`config.mk`:
```
export PLATFORM = sky130hd
export DESIGN_NAME = alib_rank_encoder
export DESIGN_NICKNAME = d
export VERILOG_FILES = /design/src/rtl/alib_rank_encoder.sv
export SDC_FILE = /design/constraint.sdc
export NUM_CORES = 1
export LEC_CHECK = 0
export CORE_MARGIN = 2
export CORE_UTILIZATION = 30
export DETAILED_ROUTE_END_ITERATION = 10
export MAX_ROUTING_LAYER = met4
export PLACE_DENSITY = 0.5
export SLEW_MARGIN = 20
export SYNTH_ARGS = -nofsm -noshare
export SYNTH_HDL_FRONTEND = slang
export SYNTH_SLANG_ARGS = --single-unit
```
`constraint.sdc`:
```
create_clock -name i_clk -period 8.11 [get_ports i_clk]
set_clock_uncertainty 0.1 [all_clocks]
set_input_delay 0.811 -clock i_clk [delete_from_list [all_inputs] [get_ports i_clk]]
set_output_delay 0.811 -clock i_clk [all_outputs]
set_load 0.02 [all_outputs]
```
`src/rtl/alib_rank_encoder.sv`:
```
// alib_rank_encoder
// Streams a byte packet through the rank table's query port and replaces each
// byte by its rank. Each rank becomes a short code (rank < 2^SHORT_BITS-1) or an
// escape code with the full rank above an all-ones nibble. Codes are packed
// LSB-first into WORD_BITS-bit words that leave over a valid/ready handshake.
module alib_rank_encoder #(
  parameter int WORD_BITS  = 32,
  parameter int SHORT_BITS = 4
) (
  input  logic                 i_clk,
  input  logic                 i_rst,
  input  logic [7:0]           i_data,
  input  logic                 i_valid,
  input  logic                 i_last,
  output logic                 o_ready,
  output logic [7:0]           o_query_char,
  input  logic                 i_rank_done,
  input  logic [7:0]           i_query_rank,
  output logic [WORD_BITS-1:0] o_word,
  output logic                 o_word_valid,
  output logic                 o_word_last,
  output logic [5:0]           o_word_bits,
  input  logic                 i_word_ready
);

  // An escape code carries the 8-bit rank above an all-ones short field.
  localparam int LONG_BITS = SHORT_BITS + 8;
  // One full word plus one worst-case code: a drain always makes room for an append.
  localparam int BUF_BITS  = WORD_BITS + LONG_BITS;
  localparam int CNT_W     = $clog2(BUF_BITS + 1);

  localparam logic [7:0]       ESC_RANK  = 8'((1 << SHORT_BITS) - 1);
  localparam logic [CNT_W-1:0] WORD_CNT  = CNT_W'(WORD_BITS);
  localparam logic [CNT_W:0]   BUF_CNT   = (CNT_W + 1)'(BUF_BITS);
  localparam logic [CNT_W-1:0] SHORT_LEN = CNT_W'(SHORT_BITS);
  localparam logic [CNT_W-1:0] LONG_LEN  = CNT_W'(LONG_BITS);

  typedef enum logic [2:0] {
    S_WAIT_TABLE,
    S_IDLE,
    S_QUERY,
    S_CAPTURE,
    S_PACK,
    S_FLUSH
  } state_e;

  state_e state_q, state_d;

  logic [7:0]           char_q;
  logic                 pkt_last_q;
  logic [7:0]           rank_q;
  logic [BUF_BITS-1:0]  buf_q, buf_d, buf_base;
  logic [CNT_W-1:0]     cnt_q, cnt_d, cnt_base;

  logic [WORD_BITS-1:0] word_q;
  logic                 word_valid_q;
  logic                 word_last_q;
  logic [5:0]           word_bits_q;

  logic                 accept;
  logic                 short_code;
  logic [LONG_BITS-1:0] code_val;
  logic [CNT_W-1:0]     code_len;
  logic                 fits;
  logic                 do_append;
  logic                 word_free;
  logic                 flush_final;
  logic                 drain_full;
  logic                 drain_last;

  assign o_query_char = char_q;
  assign o_word       = word_q;
  assign o_word_valid = word_valid_q;
  assign o_word_last  = word_last_q;
  assign o_word_bits  = word_bits_q;

  assign accept = (state_q == S_IDLE) && i_valid;

  // Code for the captured rank: short field, or escape nibble with rank above it.
  assign short_code = (rank_q < ESC_RANK);
  assign code_val   = short_code ? LONG_BITS'(rank_q[SHORT_BITS-1:0])
                                 : {rank_q, {SHORT_BITS{1'b1}}};
  assign code_len   = short_code ? SHORT_LEN : LONG_LEN;

  // Room is judged on the pre-drain count so the stall rule does not depend
  // on downstream timing within the same cycle.
  assign fits      = ({1'b0, cnt_q} + {1'b0, code_len}) <= BUF_CNT;
  assign do_append = (state_q == S_PACK) && fits;

  // The output register takes a new word whenever it is empty or being emptied.
  // A count of exactly one word in FLUSH is the final word, not a full word
  // followed by an empty one.
  assign word_free   = !word_valid_q || i_word_ready;
  assign flush_final = (state_q == S_FLUSH) && (cnt_q != '0) && (cnt_q <= WORD_CNT);
  assign drain_full  = word_free && (cnt_q >= WORD_CNT) && !flush_final;
  assign drain_last  = word_free && flush_final;

  // Next buffer: drain from the bottom first, then append the new code above what remains.
  always_comb begin
    buf_base = buf_q;
    cnt_base = cnt_q;
    if (drain_full) begin
      buf_base = buf_q >> WORD_BITS;
      cnt_base = cnt_q - WORD_CNT;
    end else if (drain_last) begin
      buf_base = '0;
      cnt_base = '0;
    end
    buf_d = buf_base;
    cnt_d = cnt_base;
    if (do_append) begin
      buf_d = buf_base | (BUF_BITS'(code_val) << cnt_base);
      cnt_d = cnt_base + code_len;
    end
  end

  // Next-state and handshake decode for the byte-side FSM.
  always_comb begin
    state_d = state_q;
    o_ready = 1'b0;
    case (state_q)
      S_WAIT_TABLE: if (i_rank_done) state_d = S_IDLE;
      S_IDLE: begin
        o_ready = 1'b1;
        if (i_valid) state_d = S_QUERY;
      end
      // One cycle for the table's registered lookup to settle.
      S_QUERY:   state_d = S_CAPTURE;
      S_CAPTURE: state_d = S_PACK;
      S_PACK: begin
        if (do_append) state_d = pkt_last_q ? S_FLUSH : S_IDLE;
      end
      S_FLUSH: begin
        if (word_valid_q && word_last_q && i_word_ready) state_d = S_WAIT_TABLE;
      end
      default: state_d = S_WAIT_TABLE;
    endcase
  end

  // FSM state register.
  always_ff @(posedge i_clk or negedge i_rst) begin
    if (!i_rst) state_q <= S_WAIT_TABLE;
    else        state_q <= state_d;
  end

  // Query character and last flag are only ever loaded on a byte accept.
  always_ff @(posedge i_clk or negedge i_rst) begin
    if (!i_rst) begin
      char_q     <= '0;
      pkt_last_q <= 1'b0;
    end else if (accept) begin
      char_q     <= i_data;
      pkt_last_q <= i_last;
    end
  end

  // Capture the table's answer once its latency has elapsed.
  always_ff @(posedge i_clk or negedge i_rst) begin
    if (!i_rst)                    rank_q <= '0;
    else if (state_q == S_CAPTURE) rank_q <= i_query_rank;
  end

  // Bit buffer and fill count.
  always_ff @(posedge i_clk or negedge i_rst) begin
    if (!i_rst) begin
      buf_q <= '0;
      cnt_q <= '0;
    end else begin
      buf_q <= buf_d;
      cnt_q <= cnt_d;
    end
  end

  // Output word register: holds its contents until accepted downstream.
  always_ff @(posedge i_clk or negedge i_rst) begin
    if (!i_rst) begin
      word_q       <= '0;
      word_valid_q <= 1'b0;
      word_last_q  <= 1'b0;
      word_bits_q  <= '0;
    end else if (drain_full || drain_last) begin
      word_q       <= buf_q[WORD_BITS-1:0];
      word_valid_q <= 1'b1;
      word_last_q  <= drain_last;
      word_bits_q  <= drain_full ? 6'(WORD_BITS) : 6'(cnt_q);
    end else if (i_word_ready) begin
      word_valid_q <= 1'b0;
    end
  end

endmodule

```
==> metrics, run 1 <==
Ant. Diodes 0; Iteration-0 DRC Markers just under 300; drt drc 0; actual slew at the worst max-slew pin ~0.95 ns; area leader, netlist dfrtp_1; WP data required 8.26 ns; Tot Pwr 0.00260 W; final net count between 600 and 700; CTS tree done; post-synthesis sequential area ratio around half; Post-synth EDFFs 0; top cell family by delay on the critical path simple AND/OR/NAND/NOR gates; Startpoint Class flip-flop; Total Routed Length ~17,000 um; clk sink count 110; vias approximately 4,500; Main synth FF type dfrtp_1; Slew Viols, Final 0; Crit Path Max Fanout 14; Synth top cells by count dfrtp_1 (110), mux2_2 (53), nand2_1 (48), nor2_1 (44), o21ai_0 (32); f_max 199 MHz; PwrDens ~390 nW/um2; endpoint type of the worst setup path flip-flop; largest net degree at the start of global routing 79; drt via density approximately 5.6; core footprint around 18,000 um2; CTS Buf Count 9; Pre-antenna DRT Iters 5; DP HPWL approximately 12,000 um; synthesis-stage register bit count 110; status finished, final reports clean; total congestion overflow 0; Resized Gates After CTS 0; Tmin final 5.02 ns; Post-Place Setup Slack around 3.1 ns; WL per Instance 20.7 um; initial antenna violation count 0; Die Y roughly 140 um; buffers and inverters on the worst path 1; count leader, synth dfrtp_1; synth top area cells dfrtp_1 (50%), mux2_2 (11%), nand2_1 (3.3%); Worst path max stage delay roughly 0.85 ns; Mean Syn Cell Area 10.5 um2; ys async rst share between 90% and 100%; CP Cell Sequence nor4_1 > nand2_1 > inv_1 > fa_1 > o31a_1 > o31ai_1 > or3_1 > nor2_1 > a22o_1 > a31o_2; die area approximately 20,000 um2; Global Route Usage Sum 18.4%; P_leak around 2.9 nW; top-area cell type share of the netlist area 49.7%; RSZ-0062 raised after global routing no; fin crit share approximately 62%; MaxCap Viol Count 0; worst vdd ir approximately 0.21 mV; Die Wd between 100 and 150 um; Clock transition at path regs about 0.08 ns; antenna violation net count after detailed routing 0; number of global-route vias before repair approximately 4,600; Synth cell types 67; H-tree depth 3; Hold Path Class primary input to async pin; first-pass GRT wire length around 27,000 um; Arr. time, crit path 5.17 ns; Synthesized Nets 556; final setup fails 0; RD Place Congestion 0.916; final worst slack 3.09 ns; Fill cells about 1,800; Slew HR a little over a third; initial core utilization 30.7%; input/output buffers 70; layout cells sized above 1 between 10% and 20%; cts hold-fix bufs 0; Worst-Skew Late Latency ~0.36 ns; hold_ws around 0.31 ns; I/O Pins 71; Crit-path slowest cell nor4_1; Post-Route Utilization ~37%; setup TNS 0 ns; Bufs on Longest Clock Path 2; Crit Path Class flip-flop to flip-flop; final hold vios 0; Root Buffer clkbuf_16; Area Overhead vs Synth 21.4%; YS warnings 0; post-synthesis cell area about 5500 um2; Syn Inst Count approximately 530; floorplan row count 49; post-CTS setup buffer count 0
## cell usage in the layout (no fill, tap or decap), types with 3 or more instances in the layout
cell,count
clkdlybuf4s50_1,69
buf_4,6
a31oi_1,3
o31ai_1,3
nor3b_1,3
o221ai_1,8
o311ai_0,5
o32ai_1,5
nand2b_1,4
a21o_1,3
dfrtp_1,110
a32oi_1,5
nand4_1,3
and3_1,3
inv_1,13
clkinv_1,3
a221o_1,10
nor3_1,15
nor2_1,44
mux2i_1,6
o21ai_0,32
clkbuf_16,9
a22oi_1,14
a21oi_1,11
nor2b_1,6
o21a_1,3
nand2_1,48
o31a_1,3
o22ai_1,5
a22o_1,11
a211oi_1,3
mux2_2,53
nand3_1,12
ha_1,3
## through the flow
stage               cell area [um2]  std cells
floorplan                      5540        529
global placement               6410        797
detailed placement             6420        798
CTS                            6730        814
global route                   6730        814
finish                         6730        814
## routing by layer
metal	track usage, %	part of all wire (%)	vias up
li1	-	-	2067
met1	24.5	45	2277
met2	28.5	48	167
met3	4.09	5.1	24
met4	4.37	1.8	0
met5	-	0	-
## cell families after synthesis
| group | count (synthesis) | synth area share (%) |
|---|---|---|
| DFF | 110 | 49.7 |
| and+or+nand+nor | 153 | 13.2 |
| muxes | 59 | 11.9 |
| xor gates and xnor gates | 3 | 0.474 |
| buffers and inverters | 53 | 3.95 |
| AOI/OAI and AO/OA | 146 | 19.4 |
| adders and majority gates | 5 | 1.40 |
## sequential cells by signal (all words and copies together) (netlist names)
register      count
buf_q            44
o_word           32
o_query_char      8
rank_q            8
cnt_q             6
o_word_bits       6
state_q           3
o_word_last       1
o_word_valid      1
pkt_last_q        1
## path summary, 6_finish.rpt
kind	end	slack, ns	start	cells past startpoint
min	buf_q[29]$_DFF_PN0_	0.31	i_rst	1
min reg2reg	buf_q[20]$_DFF_PN0_	0.38	buf_q[20]$_DFF_PN0_	1
max in group asynchronous	o_query_char[2]$_DFFE_PN0P_	6.29	i_rst	2
max reg2reg	buf_q[37]$_DFF_PN0_	3.09	rank_q[7]$_DFFE_PN0P_	10
min in group i_clk	buf_q[20]$_DFF_PN0_	0.38	buf_q[20]$_DFF_PN0_	1
max	buf_q[37]$_DFF_PN0_	3.09	rank_q[7]$_DFFE_PN0P_	10
## area by class of cell
class                   count  area, um2  share of cell area [%]
clock buffers              12        246                    3.67
repair buffers             76        746                    11.1
well taps                 229        287                    4.26
inverters                  17       63.8                   0.949
flip-flops and latches    110       2750                    40.9
multi-input cells         366       2580                    38.3
clock inverters             4       53.8                   0.800
## power breakdown
group / internal [W] / leakage, nW / total [W] / switching, W
clock network: 0.000250 / 0.145 / 0.000465 / 0.000214
logic: 0.000524 / 1.31 / 0.00118 / 0.000657
registers: 0.000764 / 1.41 / 0.000958 / 0.000194
(Power assumes the default switching activity.)
==> run 2, diff against run 1 <==
PLACE_DENSITY = 0.51   (was 0.5)
clock period = 4.3 ns   (was 8.11 ns; I/O delays follow)
==> run 2 against run 1 <==
  * Final cell count is 2.8% higher
  * Utilization is 1.1 points higher
  * Sequential cell count stayed put
  * Wire length is 2.4% lower
  * Hold slack better by 0.076 ns
  * Worst setup slack worse by 2.4 ns
  * Final area is 2.9% higher
  * Combinational power is 97% higher
  * Clock power is 89% higher
  * Sequential power is 90% higher
  * Critical path depth stayed put
  * Critical endpoint is now buf_q[29]$_DFF_PN0_
  * Highest routed layer unchanged
  * Via count is 0.73% lower
==> metrics, run 2 (synthesized netlist as in run 1, its figures left out) <==
Slew Viols, Final 0; final hold vios 0; Layout Cells excl Fill 837; vias between 4,000 and 5,000; Hold Crit Depth 2; Pre-antenna DRT Iters 5; Root Buffer clkbuf_16; Die Wd ~140 um; H-tree depth 3; most frequent cells in the layout dfrtp_1 (110), clkdlybuf4s50_1 (69), mux2_2 (53); hold_ws 0.386 ns; Clock transition at path regs roughly 0.070 ns; Worst path max stage delay about 0.70 ns; P_leak 2.99 nW; Flop pwr share 36.3%; Logic pwr share a little under half; placed cell count just over 800; drt drc 0; setup TNS 0 ns; final setup fails 0; die area 19,600 um2; first-pass GRT wire length 26,600 um; worst vdd ir 0.319 mV; fin crit share between 80% and 90%; CTS Buf Count 9; CP Cell Sequence clkinv_1 > fa_1 > mux2i_1 > o31a_1 > o31ai_1 > buf_4 > nor3_1 > nand2_1 > nor2_1 > a221o_1; Crit-path slowest cell dfrtp_1; Hold EP o_word_bits[0]$_DFFE_PN0P_; Crit Path Class flip-flop to flip-flop; Biggest register buf_q; input/output buffers 70; Global Route Usage Sum 17.7%; Tot Pwr around 0.005 W; actual slew at the worst max-slew pin around 0.95 ns; WP data required between 4 and 5 ns; Hold Path Class flip-flop to flip-flop; PwrDens 726 nW/um2; Arr. time, crit path around 3.8 ns; number of global-route vias before repair ~4,700; Pint roughly 0.0030 W; drt via density roughly 5.4; post-route cell area 6920 um2; Ant. Diodes 0; Tmin final about 3.6 ns; clk sink count 110; Die Y 140 um; placed instance area around 6600 um2; endpoint type of the worst setup path flip-flop; total congestion overflow 0; I/O Pins 71; Crit Path Max Fanout 15; RR Endpoint buf_q[29]$_DFF_PN0_; clock share of power between 10% and 20%; RD Place Congestion around 0.93; Slew HR 36.7%; CTS tree done; Area Overhead vs Synth 25.0%; largest net degree at the start of global routing 45; initial core utilization between 30% and 40%; Worst-Skew Late Latency 0.35 ns; buffers and inverters on the worst path 2; Total Routed Length between 15,000 and 20,000 um; top cell family by delay on the critical path simple AND/OR/NAND/NOR gates; layout cells sized above 1 roughly 18%; antenna violation net count after detailed routing 0; final net count 630; hold_sp o_word_bits[0]$_DFFE_PN0P_; WL per Instance around 20 um; FF-to-FF path depth 10; core footprint 18,000 um2; DP HPWL about 12,000 um; switching power approximately 0.002 W; commonest non-fill, non-tap cell in the layout dfrtp_1; status finished, final reports clean; Startpoint Class flip-flop; r2r startpoint cnt_q[3]$_DFF_PN0_; f_max between 200 and 300 MHz; MaxCap Viol Count 0; initial antenna violation count 0; switching share of power 40.4%; FF-to-FF setup slack 0.66 ns; RSZ-0062 raised after global routing no; Resized Gates After CTS 0; Iteration-0 DRC Markers 260; Bufs on Longest Clock Path 2; floorplan row count 49; max reg flops 44
[run 2: cell count changes in the layout (fill, tap and decap cells not counted)]
cell             previous run  this run
nor2b_1                     6         7
clkdlybuf4s18_2             1         0
clkinvlp_4                  1         0
buf_12                      0         1
clkbuf_8                    1         2
a2111oi_0                   1         2
clkinv_4                    0         1
clkbuf_1                    2         0
buf_4                       6        28
dlygate4sd3_1               0         1
nor2b_2                     1         0
a2111oi_1                   1         0
inv_6                       0         1
[run 2: routing by layer]
layer	wire length, um	track usage (%)	up-vias	part of all wire, %
met5	0	-	-	0
met4	334	4.95	0	2.0
met3	808	3.68	27	4.9
met2	7660	27.3	149	47
met1	7660	23.6	2209	47
li1	-	-	2117	-
[run 2: worst reg2reg max path, stage by stage, from the launching register on]
cell and delay, ns:
dfrtp_1 0.70, clkinv_1 0.49, fa_1 0.57, mux2i_1 0.18, o31a_1 0.18, o31ai_1 0.09
buf_4 0.18, nor3_1 0.56, nand2_1 0.20, nor2_1 0.21, a221o_1 0.14
[run 2: layout make-up]
type	instances	area [um2]
Fill cell	1823	11100
Clock buffer	11	253
Sequential cell	110	2750
Tap cell	229	287
Clock inverter	5	63.8
Timing Repair Buffer	99	931
Multi-Input combinational cell	366	2570
Inverter	17	63.8
[run 2: per-stage QoR]
stage          utilization [%]  setup slack (ns)
5_1_grt                   38.4             0.313
3_5_place_dp              36.6             0.689
4_1_cts                   38.4             0.663
3_3_place_gp              36.6             0.521
2_1_floorplan                -             0.526
6_report                  38.4             0.657
[run 2: worst max path at each step]
stage	start	end	depth (start not counted)
6_report	cnt_q[3]$_DFF_PN0_	buf_q[29]$_DFF_PN0_	10
3_3_place_gp	i_word_ready	buf_q[11]$_DFF_PN0_	8
4_1_cts	cnt_q[3]$_DFF_PN0_	buf_q[29]$_DFF_PN0_	10
2_1_floorplan	rank_q[7]$_DFFE_PN0P_	buf_q[23]$_DFF_PN0_	11
3_5_place_dp	cnt_q[3]$_DFF_PN0_	buf_q[29]$_DFF_PN0_	10
5_1_grt	rank_q[7]$_DFFE_PN0P_	buf_q[34]$_DFF_PN0_	10
[run 2: power by group through the flow]
stage	registers, W	clock network [W]	logic, W
floorplan	0.00188	0	0.00127
global placement	0.00183	0	0.00232
detailed placement	0.00185	0	0.00233
CTS	0.00183	0.000906	0.00234
global route	0.00189	0.000951	0.00252
finish	0.00182	0.000878	0.00232
[run 2: timing repair]
item                                    in CTS  in global routing
endpoints found under the setup margin       0                  0
setup buffers                                0                  0
hold buffers                                 1                  0
hold endpoints to repair                    41                  0
